File: config.mk
export PLATFORM = sky130hd
export DESIGN_NAME = bus_arbiter_flat
export DESIGN_NICKNAME = d
export VERILOG_FILES = /design/src/rtl/bus_arbiter_if.sv /design/src/rtl/bus_arbiter.sv /design/src/flat_wrapper.sv
export SDC_FILE = /design/constraint.sdc
export NUM_CORES = 1
export LEC_CHECK = 0
export CAP_MARGIN = 20
export CORE_MARGIN = 8
export CORE_UTILIZATION = 40
export CTS_CLUSTER_SIZE = 24
export DETAILED_ROUTE_END_ITERATION = 12
export PLACE_DENSITY = 0.6
export SLEW_MARGIN = 20
export SYNTH_ARGS = -nofsm -noshare
export SYNTH_HDL_FRONTEND = slang
export SYNTH_SLANG_ARGS = --single-unit
File: constraint.sdc
create_clock -name clk -period 1.9 [get_ports clk]
set_clock_uncertainty 0.2 [all_clocks]
set_input_delay 0.57 -clock clk [delete_from_list [all_inputs] [get_ports clk]]
set_output_delay 0.57 -clock clk [all_outputs]
set_load 0.005 [all_outputs]
File: src/rtl/bus_arbiter_if.sv
// Handshake and grant signals between the two bus masters and the arbiter.
// Latency: none, plain wires.
// Backpressure: masters hold req until granted; the arbiter throttles by withholding grant.
interface bus_arbiter_if;
    logic m1_req;
    logic m2_req;
    logic master_valid;
    logic tx_done;
    logic split_en;
    logic split_done;
    logic m1_grant;
    logic m2_grant;
    logic msel;
    logic m1_split;
    logic m2_split;
    logic bus_busy;

    // Requester side: drives requests and slave pulses, observes grants
    modport master (
        output m1_req, m2_req, master_valid, tx_done, split_en, split_done,
        input  m1_grant, m2_grant, msel, m1_split, m2_split, bus_busy
    );

    // Arbiter side
    modport slave (
        input  m1_req, m2_req, master_valid, tx_done, split_en, split_done,
        output m1_grant, m2_grant, msel, m1_split, m2_split, bus_busy
    );
endinterface

File: src/rtl/bus_arbiter.sv
// Round-robin two-master bus arbiter with one parked split transaction and a start timeout.
// Latency: grant one cycle after a request is sampled in IDLE; all outputs registered.
// Backpressure: a request waits while the bus is owned; a parked master is ignored until resumed.
module bus_arbiter #(
    parameter int unsigned TIMEOUT = 16,
    parameter int unsigned CNT_W   = 8
) (
    input  logic         clk,
    input  logic         reset,
    bus_arbiter_if.slave bus
);

    typedef enum logic {IDLE, BUSY} state_t;

    // Master encoding used by owner/last_owner/split_owner/msel: 0 = master 1, 1 = master 2.
    localparam logic [CNT_W-1:0] CNT_LAST = CNT_W'(TIMEOUT - 1);

    state_t           state_q, state_d;
    logic             owner_q, owner_d;
    logic             last_owner_q, last_owner_d;
    logic             started_q, started_d;
    logic [CNT_W-1:0] cnt_q, cnt_d;
    logic             split_valid_q, split_valid_d;
    logic             split_owner_q, split_owner_d;
    logic             resume_pending_q, resume_pending_d;
    logic             m1_grant_q, m1_grant_d;
    logic             m2_grant_q, m2_grant_d;
    logic             msel_q, msel_d;
    logic             m1_split_q, m1_split_d;
    logic             m2_split_q, m2_split_d;
    logic             bus_busy_q, bus_busy_d;

    logic             do_grant;
    logic             grant_who;
    logic             do_drop;
    logic             owner_req;
    logic             m1_elig;
    logic             m2_elig;

    assign owner_req = owner_q ? bus.m2_req : bus.m1_req;
    assign m1_elig   = bus.m1_req & ~m1_split_q;
    assign m2_elig   = bus.m2_req & ~m2_split_q;

    // Next-state, arbitration and output decode; everything defaults to hold
    always_comb begin
        state_d          = state_q;
        owner_d          = owner_q;
        last_owner_d     = last_owner_q;
        started_d        = started_q;
        cnt_d            = cnt_q;
        split_valid_d    = split_valid_q;
        split_owner_d    = split_owner_q;
        resume_pending_d = resume_pending_q;
        m1_grant_d       = m1_grant_q;
        m2_grant_d       = m2_grant_q;
        msel_d           = msel_q;
        m1_split_d       = m1_split_q;
        m2_split_d       = m2_split_q;
        do_grant         = 1'b0;
        grant_who        = 1'b0;
        do_drop          = 1'b0;

        // Resume request is latched in any state but only acted on from IDLE,
        // so a resume never pre-empts the current owner.
        if (split_valid_q && bus.split_done) begin
            resume_pending_d = 1'b1;
        end

        case (state_q)
            IDLE: begin
                if (resume_pending_q) begin
                    do_grant         = 1'b1;
                    grant_who        = split_owner_q;
                    split_valid_d    = 1'b0;
                    resume_pending_d = 1'b0;
                    if (split_owner_q) begin
                        m2_split_d = 1'b0;
                    end else begin
                        m1_split_d = 1'b0;
                    end
                end else if (m1_elig && m2_elig) begin
                    do_grant  = 1'b1;
                    grant_who = ~last_owner_q;
                end else if (m1_elig) begin
                    do_grant  = 1'b1;
                    grant_who = 1'b0;
                end else if (m2_elig) begin
                    do_grant  = 1'b1;
                    grant_who = 1'b1;
                end
            end
            BUSY: begin
                if (bus.tx_done) begin
                    // Completion wins over a coincident split request.
                    do_drop      = 1'b1;
                    last_owner_d = owner_q;
                end else if (bus.split_en && !split_valid_q) begin
                    do_drop       = 1'b1;
                    split_valid_d = 1'b1;
                    split_owner_d = owner_q;
                    last_owner_d  = owner_q;
                    if (owner_q) begin
                        m2_split_d = 1'b1;
                    end else begin
                        m1_split_d = 1'b1;
                    end
                end else if (!started_q && !owner_req) begin
                    // Master withdrew before starting; no fairness update.
                    do_drop = 1'b1;
                end else if (!started_q && (cnt_q == CNT_LAST) && !bus.master_valid) begin
                    do_drop      = 1'b1;
                    last_owner_d = owner_q;
                end else begin
                    if (!started_q) begin
                        cnt_d = cnt_q + 1'b1;
                    end
                    if (bus.master_valid) begin
                        started_d = 1'b1;
                    end
                end
            end
            default: begin
                do_drop = 1'b1;
            end
        endcase

        if (do_grant) begin
            state_d    = BUSY;
            owner_d    = grant_who;
            m1_grant_d = ~grant_who;
            m2_grant_d = grant_who;
            msel_d     = grant_who;
            cnt_d      = '0;
            started_d  = 1'b0;
        end

        if (do_drop) begin
            state_d    = IDLE;
            m1_grant_d = 1'b0;
            m2_grant_d = 1'b0;
        end

        bus_busy_d = m1_grant_d | m2_grant_d;
    end

    // State and output registers with synchronous reset; master 2 is last owner so master 1 wins the first tie
    always_ff @(posedge clk) begin
        if (reset) begin
            state_q          <= IDLE;
            owner_q          <= 1'b0;
            last_owner_q     <= 1'b1;
            started_q        <= 1'b0;
            cnt_q            <= '0;
            split_valid_q    <= 1'b0;
            split_owner_q    <= 1'b0;
            resume_pending_q <= 1'b0;
            m1_grant_q       <= 1'b0;
            m2_grant_q       <= 1'b0;
            msel_q           <= 1'b0;
            m1_split_q       <= 1'b0;
            m2_split_q       <= 1'b0;
            bus_busy_q       <= 1'b0;
        end else begin
            state_q          <= state_d;
            owner_q          <= owner_d;
            last_owner_q     <= last_owner_d;
            started_q        <= started_d;
            cnt_q            <= cnt_d;
            split_valid_q    <= split_valid_d;
            split_owner_q    <= split_owner_d;
            resume_pending_q <= resume_pending_d;
            m1_grant_q       <= m1_grant_d;
            m2_grant_q       <= m2_grant_d;
            msel_q           <= msel_d;
            m1_split_q       <= m1_split_d;
            m2_split_q       <= m2_split_d;
            bus_busy_q       <= bus_busy_d;
        end
    end

    assign bus.m1_grant = m1_grant_q;
    assign bus.m2_grant = m2_grant_q;
    assign bus.msel     = msel_q;
    assign bus.m1_split = m1_split_q;
    assign bus.m2_split = m2_split_q;
    assign bus.bus_busy = bus_busy_q;

endmodule

File: src/flat_wrapper.sv
// flat-port wrapper written by rule: the top's interface ports become plain ports
module bus_arbiter_flat 
#(
    parameter int unsigned TIMEOUT = 16,
    parameter int unsigned CNT_W   = 8
)
  (clk, reset, bus_m1_req, bus_m2_req, bus_master_valid, bus_tx_done, bus_split_en, bus_split_done, bus_m1_grant, bus_m2_grant, bus_msel, bus_m1_split, bus_m2_split, bus_bus_busy);
  bus_arbiter_if bus_i ();
  input  logic clk;
  input  logic reset;
  input wire logic [$bits(bus_i.m1_req)-1:0] bus_m1_req;
  input wire logic [$bits(bus_i.m2_req)-1:0] bus_m2_req;
  input wire logic [$bits(bus_i.master_valid)-1:0] bus_master_valid;
  input wire logic [$bits(bus_i.tx_done)-1:0] bus_tx_done;
  input wire logic [$bits(bus_i.split_en)-1:0] bus_split_en;
  input wire logic [$bits(bus_i.split_done)-1:0] bus_split_done;
  output wire logic [$bits(bus_i.m1_grant)-1:0] bus_m1_grant;
  output wire logic [$bits(bus_i.m2_grant)-1:0] bus_m2_grant;
  output wire logic [$bits(bus_i.msel)-1:0] bus_msel;
  output wire logic [$bits(bus_i.m1_split)-1:0] bus_m1_split;
  output wire logic [$bits(bus_i.m2_split)-1:0] bus_m2_split;
  output wire logic [$bits(bus_i.bus_busy)-1:0] bus_bus_busy;
  assign bus_i.m1_req = bus_m1_req;
  assign bus_i.m2_req = bus_m2_req;
  assign bus_i.master_valid = bus_master_valid;
  assign bus_i.tx_done = bus_tx_done;
  assign bus_i.split_en = bus_split_en;
  assign bus_i.split_done = bus_split_done;
  assign bus_m1_grant = bus_i.m1_grant;
  assign bus_m2_grant = bus_i.m2_grant;
  assign bus_msel = bus_i.msel;
  assign bus_m1_split = bus_i.m1_split;
  assign bus_m2_split = bus_i.m2_split;
  assign bus_bus_busy = bus_i.bus_busy;
  bus_arbiter #(.TIMEOUT(TIMEOUT), .CNT_W(CNT_W)) u_core (.clk(clk), .reset(reset), .bus(bus_i));
endmodule
# Yosys cells after proc, flatten, opt, wreduce, memory -nomap -nowiden
# Index checks and enable logic that the tools add are counted.
[totals] regBits=20 in_bits=8 out_inout_bits=6 word_cells=98
[op_classes] add_sub_neg=1 n_eq_ne=9 mux=42 bitwise_logic=13 n_reduce_logical=20
[ops] op="$mux W1" n=39
[ops] op="$reduce_and A6 Y1" n=2
[ops] op="$ne A2 B2 Y1 const B" n=5
[ops] op="$not A1 Y1" n=10
[ops] op="$reduce_and A5 Y1" n=2
[ops] op="$reduce_and A3 Y1" n=3
[ops] op="$add A8 B1 Y8 const B" n=1
[ops] op="$eq A8 B4 Y1 const B" n=1
[ops] op="$logic_and A1 B1 Y1" n=6
[ops] op="$pmux W1 S2" n=3
[ops] op="$logic_not A1 Y1" n=4
[ops] op="$ne A2 B1 Y1 const B" n=2
[ops] op="$reduce_or A2 Y1" n=2
[ops] op="$ne A3 B2 Y1 const B" n=1
[ops] op="$reduce_bool A3 Y1" n=1
[ops] op="$and A1 B1 Y1" n=2
[ops] op="$or A1 B1 Y1" n=1

# Depth between registers and ports, before layout
[depth] depth_word=11 mapped_depth=5 ltp_nobuf=5

# Worst setup path before layout
# Ideal clock, no wire load.
[synth_path] kind="input to register" from="in bus_split_en" to="reg u_core.cnt_q[3]" setup_ns=0.072 t_arrival_ns=1.773 required_ns=1.628 slack_ns=-0.145 path_stages=5 n_path_buf=1 path_cell_list="nor2b_1 or4_4 buf_6 nor4b_2 mux2i_1"
[synth_via] elab_chain_len=3
[synth_lines] element="from (decl)" line="flat_wrapper.sv:15" rtl="input wire logic [$bits(bus_i.split_en)-1:0] bus_split_en;"
[synth_lines] element="$logic_and A1 B1 Y1" line="bus_arbiter.sv:97" rtl="end else if (bus.split_en && !split_valid_q) begin"
[synth_lines] element="$not A1 Y1 (no source line)"
[synth_lines] element="$reduce_and A6 Y1 (no source line)"
[synth_lines] element="to (signal assigned)" line="bus_arbiter.sv:168" rtl="cnt_q <= cnt_d;"
[synth_lines] element="to (decl)" line="bus_arbiter.sv:22" rtl="logic [CNT_W-1:0] cnt_q, cnt_d;"
# No other way between the ends.
# A chain may end at the register's enable or synchronous reset.

# Final worst setup path
# Same ends and word-level chain as after synthesis.

==> impl_metrics.csv <==
group,metric,value,unit
power_and_ir_drop,power_density,615,nW/um^2
synth,ys.flop_type,"dfxtp_1",
drt,dr_wl_met3,96,um
place,dpl_worst_slack,-618,ps
timing,fin_crit,1920,ps
power_and_ir_drop,ir_worst_vdd,524,uV
place,place_inst,174,
timing,worst_pin_slew,391,ps
power_and_ir_drop,combPwrFrac,21.2,%
worst_setup_path,worstPathRequired,1950,ps
layout,drive_gt1_share,41.0,%
hold_path,min_path_type,"reg2reg",
synth,synth_top_area_share,37.5,%
floorplan,placementRows,18,
timing,whs,303,ps
synth,ys_seq_area_share,37.5,%
worst_setup_path,r2r_end,"u_core.cnt_q[3]",
drt,drt_first_pass_iters,4,
layout,regMostFlops,"u_core.cnt_q",
layout,stdcell_count,196,
drt,vias_per_cell,5.35,
global_routing,antenna_found_initial,0,
synth,async_flop_share,0,%
synth,ys_warn_count,0,
drt,drt_wl_total,3.05,mm
power_and_ir_drop,p_seq_share,43.6,%
drt,vias,1048,
worst_setup_path,rrSetupSlack,-20,ps
floorplan,fp.dieW,67.7,um
worst_setup_path,reg2reg_from,"u_core.owner_q",
power_and_ir_drop,internal_power,0.771,mW
place,dp_hpwl,1.93,mm
timing,rsz0062_at_grt,"true",
place,portBuffers,13,
hold_path,hold_depth,2,
clocking,ctsLongestPathBuffers,2,
outcome,outcome,"complete, but fails checks",
timing,final_hold_viol_count,0,
outcome,violations,"setup timing",
synth,synth_most_common_cell,"dfxtp_1",
hold_path,whs_endpoint,"u_core.cnt_q[7]",
layout,nets,176,
worst_setup_path,reg2regPathDepth,4,
clocking,cts_made_buffers,3,
drt,ant_nets,0,
timing,setup_violations,1,
timing,tns,-22.3,ps
worst_setup_path,worstPathMaxFanout,5,
floorplan,initial_core_util,42.7,%
clocking,cts.sinks,20,
timing,setup_ws,-22.3,ps
layout,area_growth,57.8,%
clocking,clk_latency,310,ps
hold_path,min_from,"u_core.cnt_q[7]",
worst_setup_path,worstSetupStartpointType,"input port",
floorplan,core,2500,um^2
synth,synth_edf_count,0,
synth,yosys-top-cells-area,"dfxtp_1, mux2i_1, nand2_1, nand2b_1, nor2_1",
timing,slew_viol_final,0,
clocking,clk_pin_slew,130,ps
synth,syn-num-nets,128,
worst_setup_path,crit_start,"bus_split_en",
power_and_ir_drop,swShare,25.6,%
worst_setup_path,cp_data_arrival_time,1970,ps
worst_setup_path,cp-end-kind,"flop",
floorplan,die_h,67.7,um
drt,met2_length,1.42,mm
timing,max-slew-margin-rel,73.7,%
global_routing,overflow,0,
floorplan,die_area,4580,um^2
power_and_ir_drop,clkPwrFrac,35.3,%
synth,ys_ff_latch,20,
timing,finalCritPeriodShare,101,%
drt,wl_met1,1.51,mm
layout,largest_reg_flops,8,
clocking,h-tree-depth,1,
synth,synth_cells,119,
floorplan,ioPinCount,14,
clocking,cts_tree,"built",
synth,synth_commonest_cells,"dfxtp_1, nand2_1, nor2_1, mux2i_1, a21oi_1",
drt,routed.top_layer,"met4",
global_routing,grt_pass1_vias,1064,
global_routing,grt_max_degree,13,
clocking,postCtsHoldBufs,0,
synth,synth.cell_area,1070,um^2
layout,diodes,0,
drt,drt_iter0_markers,70,
synth,ys_types,37,
run,maxCapViolCount,0,
synth,yosysTopAreaCell,"dfxtp_1",
timing,fmax,0.520,GHz
global_routing,grt_first_pass_wirelength,5.17,mm
synth,syn_avg_cell_area,8.97,um^2
power_and_ir_drop,p_switching,0.265,mW
drt,drc,0,
place,routabilityCongestion,0.843,
clocking,cts_root_buf,"clkbuf_4",
power_and_ir_drop,p_leak,0.674,nW
worst_setup_path,worst-setup-path-type,"in2reg",
global_routing,grtUsageTotal,14.7,%
drt,wl_per_cell,15.6,um
final cells by class:
class                      count  area, um^2
clock inverter                 1        30.0
inverter                       5        18.8
multi-input combinational     92         796
tap                           30        37.5
clock buffer                   3        22.5
timing repair buffer          45         365
sequential                    20         414
fill                         189         816
logic make-up (layout without fill, tap and decap cells):
kind of cell / count (synthesis) / count (layout) / synth area share, %
simple gates: 58 / 59 / 33.8
compound gates: 22 / 22 / 14.7
flops: 20 / 20 / 37.5
mux: 10 / 10 / 9.38
buf+inv: 8 / 54 / 3.52
fa+ha+maj: 1 / 1 / 1.17
what timing repair did:
item                                    CTS  global route
gates cloned                              2             0
resized for setup                        47             6
setup buffers                            17             0
endpoints found under the setup margin   19            10
pin swaps                                12            10
placed cells by master, fill, tap and decap left out, types with 2 or more instances in the layout:
master,count
a21oi_1,8
buf_2,2
buf_4,27
buf_6,5
clkbuf_4,3
clkdlybuf4s50_1,2
dfxtp_1,11
dfxtp_2,8
dlygate4sd2_1,7
inv_1,4
mux2i_1,9
nand2_1,16
nand2b_1,7
nor2_1,11
nor2b_1,4
nor2b_4,2
nor4_4,2
nor4b_4,2
o211ai_1,2
o21ai_0,3
or2b_1,2
or4_4,2
worst max path at each step:
stage | end | slack, ps | depth (start not counted)
floorplan | u_core.cnt_q[3] | -90 | 5
global placement | u_core.cnt_q[3] | -560 | 5
detailed placement | u_core.cnt_q[7] | -620 | 5
CTS | u_core.cnt_q[7] | -10 | 5
global route | u_core.bus.bus_busy | -60 | 5
finish | u_core.cnt_q[3] | -20 | 5
worst max-delay path: stages:
cell and delay [ps]:
buf_2 110, nor2b_4 130, or4_4 620, nor4b_4 350, mux2i_1 200
power by group through the flow:
stage,Combinational [mW],Clock (mW),Sequential [mW]
after floorplan,0.0872,0,0.463
after global routing,0.237,0.389,0.455
after detailed placement,0.171,0,0.460
final,0.219,0.365,0.452
after global placement,0.170,0,0.459
after CTS,0.213,0.370,0.452
stage by stage:
step	total power, mW	cell area [um^2]	util [%]
final	1.04	1680	67.4
after global placement	0.629	1380	55.3
after floorplan	0.550	1120	-
after global routing	1.08	1680	67.4
after detailed placement	0.631	1380	55.3
after CTS	1.03	1670	66.9
layer usage:
metal,track usage (%),up-vias
met5,0,-
met4,4.70,0
met3,2.65,2
met2,22.6,13
met1,20.1,513
li1,-,520
(Power assumes the default switching activity.)
